[config.mk]
export PLATFORM = sky130hd
export DESIGN_NAME = mul_compressor_pipe
export DESIGN_NICKNAME = d
export VERILOG_FILES = /design/src/rtl/mul_compressor_pipe.sv
export SDC_FILE = /design/constraint.sdc
export NUM_CORES = 1
export LEC_CHECK = 0
export CORE_MARGIN = 1
export CORE_UTILIZATION = 55
export CTS_BUF_LIST = sky130_fd_sc_hd__clkbuf_2 sky130_fd_sc_hd__clkbuf_4 sky130_fd_sc_hd__clkbuf_8
export DETAILED_ROUTE_END_ITERATION = 12
export PLACE_DENSITY = 0.75
export REMOVE_ABC_BUFFERS = 1
export SKIP_LAST_GASP = 1
export SYNTH_ARGS = -nofsm -noshare
export SYNTH_HDL_FRONTEND = slang
export SYNTH_SLANG_ARGS = --single-unit
[constraint.sdc]
create_clock -name clk -period 11.08 [get_ports clk]
set_input_delay 1.662 -clock clk [delete_from_list [all_inputs] [get_ports clk]]
set_output_delay 1.662 -clock clk [all_outputs]
set_load 0.05 [all_outputs]
[src/rtl/mul_compressor_pipe.sv]
// mul_compressor_pipe
// Pipelined WIDTH x WIDTH multiplier built from a partial-product heap,
// carry-save (3:2) reduction split over STAGES register segments and a final
// carry-propagate adder. Unsigned or two's-complement per operation.
//
// Ports:
//   clk          rising-edge clock
//   rst_n        synchronous active-low reset
//   in_valid     operand pair valid
//   in_ready     block accepts operands this cycle (= !out_valid | out_ready)
//   in_a, in_b   multiplicand / multiplier, WIDTH bits
//   in_tc        1 = signed two's-complement, 0 = unsigned
//   in_tag       sideband tag returned with the result
//   out_valid    result valid
//   out_ready    consumer accepts the result
//   out_product  2*WIDTH-bit product (modulo 2^(2*WIDTH))
//   out_tag      tag of the operation in out_product
//
// Latency is STAGES+1 cycles; throughput is one operation per cycle.
module mul_compressor_pipe #(
    parameter int WIDTH  = 8,
    parameter int STAGES = 4,
    parameter int TAG_W  = 4
) (
    input  logic                 clk,
    input  logic                 rst_n,
    input  logic                 in_valid,
    output logic                 in_ready,
    input  logic [WIDTH-1:0]     in_a,
    input  logic [WIDTH-1:0]     in_b,
    input  logic                 in_tc,
    input  logic [TAG_W-1:0]     in_tag,
    output logic                 out_valid,
    input  logic                 out_ready,
    output logic [2*WIDTH-1:0]   out_product,
    output logic [TAG_W-1:0]     out_tag
);

    localparam int PW = 2 * WIDTH;
    // One row per multiplier bit plus one row for the Baugh-Wooley constants.
    localparam int NR = WIDTH + 1;

    if ((WIDTH < 2) || (WIDTH > 32)) begin : g_bad_width
        $error("mul_compressor_pipe: WIDTH must be in 2..32");
    end
    if ((STAGES < 1) || (STAGES > 8)) begin : g_bad_stages
        $error("mul_compressor_pipe: STAGES must be in 1..8");
    end

    typedef logic [NR-1:0][PW-1:0] heap_t;

    // Row count after one 3:2 layer: each full group of three rows becomes two.
    function automatic int rows_after(input int n);
        return 2 * (n / 3) + (n % 3);
    endfunction

    // Number of 3:2 layers needed to bring n rows down to at most two.
    function automatic int depth_of(input int n);
        int r;
        int d;
        r = n;
        d = 0;
        while (r > 2) begin
            r = rows_after(r);
            d++;
        end
        return d;
    endfunction

    localparam int DEPTH = depth_of(NR);
    localparam int BASE  = DEPTH / STAGES;
    localparam int EXTRA = DEPTH % STAGES;

    // Earlier segments absorb the remainder layers.
    function automatic int seg_len(input int s);
        return BASE + ((s < EXTRA) ? 1 : 0);
    endfunction

    function automatic int seg_start(input int s);
        return s * BASE + ((s < EXTRA) ? s : EXTRA);
    endfunction

    function automatic int rows_at(input int layers);
        int r;
        r = NR;
        for (int k = 0; k < layers; k++) begin
            r = rows_after(r);
        end
        return r;
    endfunction

    // One carry-save layer over the first n rows; unused rows are zero.
    // Carries shift left inside PW bits, so overflow past the MSB is dropped.
    function automatic heap_t csa_layer(input heap_t h, input int n);
        heap_t          o;
        logic [PW-1:0]  maj;
        int             g3;
        o  = '0;
        g3 = n / 3;
        for (int g = 0; g < NR / 3; g++) begin
            if (g < g3) begin
                maj        = (h[3*g] & h[3*g+1]) | (h[3*g] & h[3*g+2]) | (h[3*g+1] & h[3*g+2]);
                o[2*g]     = h[3*g] ^ h[3*g+1] ^ h[3*g+2];
                o[2*g+1]   = {maj[PW-2:0], 1'b0};
            end
        end
        for (int k = 0; k < 2; k++) begin
            if (k < (n % 3)) begin
                o[2*g3+k] = h[3*g3+k];
            end
        end
        return o;
    endfunction

    // Apply nl layers starting from a heap of n0 rows.
    function automatic heap_t seg_reduce(input heap_t h, input int n0, input int nl);
        heap_t x;
        int    n;
        x = h;
        n = n0;
        for (int k = 0; k < DEPTH; k++) begin
            if (k < nl) begin
                x = csa_layer(x, n);
                n = rows_after(n);
            end
        end
        return x;
    endfunction

    localparam logic [PW-1:0] BW_CONST = (PW'(1) << WIDTH) | (PW'(1) << (PW - 1));

    logic                 w_adv;
    logic                 w_accept;
    heap_t                w_heap0;
    heap_t                w_seg [STAGES];
    logic [PW-1:0]        w_sum;

    heap_t                r_heap [STAGES];
    logic [TAG_W-1:0]     r_tag  [STAGES];
    logic [STAGES-1:0]    r_vld;
    logic                 r_out_valid;
    logic [PW-1:0]        r_out_product;
    logic [TAG_W-1:0]     r_out_tag;

    assign w_adv     = !r_out_valid | out_ready;
    assign w_accept  = in_valid & w_adv;
    assign in_ready  = w_adv;
    assign out_valid   = r_out_valid;
    assign out_product = r_out_product;
    assign out_tag     = r_out_tag;

    // Partial-product heap; in signed mode terms with exactly one MSB are inverted.
    always_comb begin
        w_heap0 = '0;
        for (int i = 0; i < WIDTH; i++) begin
            for (int j = 0; j < WIDTH; j++) begin
                w_heap0[i][i+j] = (in_a[j] & in_b[i]) ^ (in_tc & ((i == WIDTH - 1) != (j == WIDTH - 1)));
            end
        end
        if (in_tc) begin
            w_heap0[NR-1] = BW_CONST;
        end else begin
            w_heap0[NR-1] = '0;
        end
    end

    for (genvar s = 0; s < STAGES; s++) begin : g_seg
        localparam int SEG_ROWS = rows_at(seg_start(s));
        localparam int SEG_LEN  = seg_len(s);
        assign w_seg[s] = seg_reduce(r_heap[s], SEG_ROWS, SEG_LEN);
    end

    // Final carry-propagate add; rows past the second are zero after reduction.
    always_comb begin
        w_sum = '0;
        for (int r = 0; r < NR; r++) begin
            w_sum = w_sum + w_seg[STAGES-1][r];
        end
    end

    // Heap and tag slots advance together; bubbles carry don't-care data.
    always_ff @(posedge clk) begin
        if (w_adv) begin
            r_heap[0] <= w_heap0;
            r_tag[0]  <= in_tag;
            for (int s = 1; s < STAGES; s++) begin
                r_heap[s] <= w_seg[s-1];
                r_tag[s]  <= r_tag[s-1];
            end
        end
    end

    // Valid chain and output slot; the product only updates for a real result.
    always_ff @(posedge clk) begin
        if (!rst_n) begin
            r_vld         <= '0;
            r_out_valid   <= 1'b0;
            r_out_product <= '0;
            r_out_tag     <= '0;
        end else if (w_adv) begin
            r_vld[0] <= w_accept;
            for (int s = 1; s < STAGES; s++) begin
                r_vld[s] <= r_vld[s-1];
            end
            r_out_valid <= r_vld[STAGES-1];
            if (r_vld[STAGES-1]) begin
                r_out_product <= w_sum;
                r_out_tag     <= r_tag[STAGES-1];
            end
        end
    end

endmodule

==> impl_metrics.tcl <==
set metrics [dict create \
    start_kind "primary input" \
    vias 4315 \
    arrival_ns 3.88 \
    overflow 0 \
    synth_most_common_cell "edfxtp_1" \
    synth_edf_count 210 \
    hold_path_class "register to register" \
    dieArea_um2 17200 \
    cts-root-buf "clkbuf_8" \
    synth_top_area_share_pct 68.9 \
    outcome "completed" \
    antenna_found_initial 0 \
    gr-max-usage-layer "met2" \
    r2r_start "out_valid$_SDFFE_PN0N_" \
    setup-tns-final_ns 0 \
    startpoint "out_ready" \
    final_util_pct 66.1 \
    power_density_nw_per_um2 209 \
    tightest_slew_ns 0.947 \
    worstPathMaxFanout 144 \
    synth-async-reset-ratio_pct 0 \
    met2_usage_pct 27.7 \
    postCtsResizedCells 0 \
    synthTopCellsByArea "edfxtp_1 (69%), fa_1 (8.5%), dfxtp_1 (5.5%)" \
    start_util_pct 57.0 \
    core_region_area_um2 16100 \
    min_period_over_period_pct 50.0 \
    cp.required_ns 9.42 \
    drv_cap 0 \
    port_buffers 46 \
    critPathKind "primary input to primary output" \
    power.leakage_nw 4.13 \
    drc_errors 0 \
    drt_iter0_drc 240 \
    hpwl_um 8430 \
    track_usage_pct 16.7 \
    hold_buffers 0 \
    cts_inserted_buffers 38 \
    gp_congestion 0.720 \
    yosys_warnings 0 \
    wirelength_um 13300 \
    layout-drive-gt1-share_pct 11.0 \
    n_antenna_cell 0 \
    die_y_um 131 \
    r2r-end "out_product[13]$_SDFFE_PN0P_" \
    synth-seq-area-share_pct 74.4 \
    fmax_ghz 0.180 \
    maxSlewViolCount 0 \
    endpoint_kind "primary output" \
    avgSynthCellArea_um2 18.0 \
    grt_pass1_vias 4525 \
    synth_seq_cells 235 \
    grt_max_degree 145 \
    ys.flop_type "edfxtp_1" \
    rows 46 \
    synth_area_um2 9150 \
    htreeDepth 2 \
    drt_first_pass_iters 5 \
    ys_top_cells_by_count "edfxtp_1 (210), nand2_1 (56), and2_1 (51), fa_1 (39), ha_1 (33)" \
    final_area_um2 10600 \
    dpl_cell_area_um2 9850 \
    cts_buffer_depth 3 \
    grt_setup_unrepaired "false" \
    met3_usage_pct 4.40 \
    routed_via_density 5.22 \
    clk_latency_ns 0.53 \
    finalSetupViolations 0 \
    detail-route-antenna-nets 0 \
    synthCells 508 \
    vdd_ir_drop_max_mv 0.0953 \
    holdPathStages 0 \
    yosys.area.top_type "edfxtp_1" \
    max-slew-margin-rel_pct 36.9 \
    fp.dieW_um 131 \
    r2r_cells 5 \
    min_from "r_heap[0][93]$_DFFE_PN_" \
    hold_end "r_heap[1][68]$_DFFE_PN_" \
    cts.sinks 235 \
    hold_violations 0 \
    nets 682 \
    grt_pass1_wl_um 21500 \
    clkTransAtPathRegs_ns 0.05 \
    min_period_ns 5.54 \
    ioPinCount 47 \
    r2r_slack_ns 8.33 \
    syn_to_final_growth_pct 15.9 \
    skew_ns 0.0210 \
    met1_usage_pct 20.6 \
    post_cts_buffers 0 \
    cts_tree "done" \
    wire_per_inst_um 16.1 \
    p_total_mw 2.22 \
    ys_types 37 \
]
[power by group]
part | total [mW] | switching (mW) | internal, mW
sequential | 1.16 | 0.0531 | 1.11
clock | 0.729 | 0.311 | 0.417
combinational | 0.330 | 0.183 | 0.147
[stage by stage]
step,setup slack [ns],instances,hold slack [ns]
after floorplan,4.91,498,0.400
after global placement,5.57,761,0.405
after detailed placement,5.53,761,0.405
after CTS,5.51,826,0.418
after global routing,5.39,826,0.426
final,5.54,826,0.417
[routing by layer]
layer / share of wire [%] / up-vias
met2: 49 / 121
li1: - / 2024
met4: 3.3 / 0
met5: 0 / -
met3: 4.7 / 45
met1: 43 / 2125
[worst max-delay path, cell delays in order]
cell	delay, ns
clkdlybuf4s50_1	0.48
nor2b_2	0.09
inv_8	0.62
clkdlybuf4s50_1	0.95
[flip-flops by register name, summed over array words and instances, names as in the netlist]
| register | count |
|---|---|
| r_heap | 194 |
| out_tag | 4 |
| r_tag | 16 |
| out_valid | 1 |
| r_vld | 4 |
| out_product | 16 |
[area by class of cell]
cell class	count	area [um^2]
Clock buffer	56	683
Clock inverter	9	73.8
Fill cell	1056	5450
Inverter	2	15.0
Multi-Input combinational cell	261	2290
Sequential cell	235	6810
Tap cell	216	270
Timing Repair Buffer	47	468
[how the worst max path moves through the flow]
| stage | cells after the start | slack (ns) | to |
|---|---|---|---|
| 2_1_floorplan | 5 | 4.91 | out_product[13]$_SDFFE_PN0P_ |
| 3_3_place_gp | 4 | 5.57 | in_ready |
| 3_5_place_dp | 4 | 5.53 | in_ready |
| 4_1_cts | 4 | 5.51 | in_ready |
| 5_1_grt | 4 | 5.39 | in_ready |
| 6_report | 4 | 5.54 | in_ready |
[layout by cell type (no fill, tap or decap), types with 3 or more instances in the layout]
cell type	instances
a21o_1	3
a21oi_1	26
and2_1	51
and3_1	3
clkbuf_4	14
clkbuf_8	42
clkdlybuf4s50_1	46
clkinv_1	4
dfxtp_1	25
edfxtp_1	210
fa_1	39
ha_1	33
nand2_1	56
nor2_1	4
o21ai_0	3
xnor2_1	20
[cells by family (layout without fill, tap and decap cells)]
logic type      after synthesis  count (layout)  synth area share [%]
simple gates                123             123                  6.84
fa+ha+maj                    72              72                  13.0
xor+xnor                     20              20                  1.91
flops                       235             235                  74.4
buf+inv                      12             114                 0.588
compound gates               46              46                  3.23
Power figures use the tool's default switching activity.
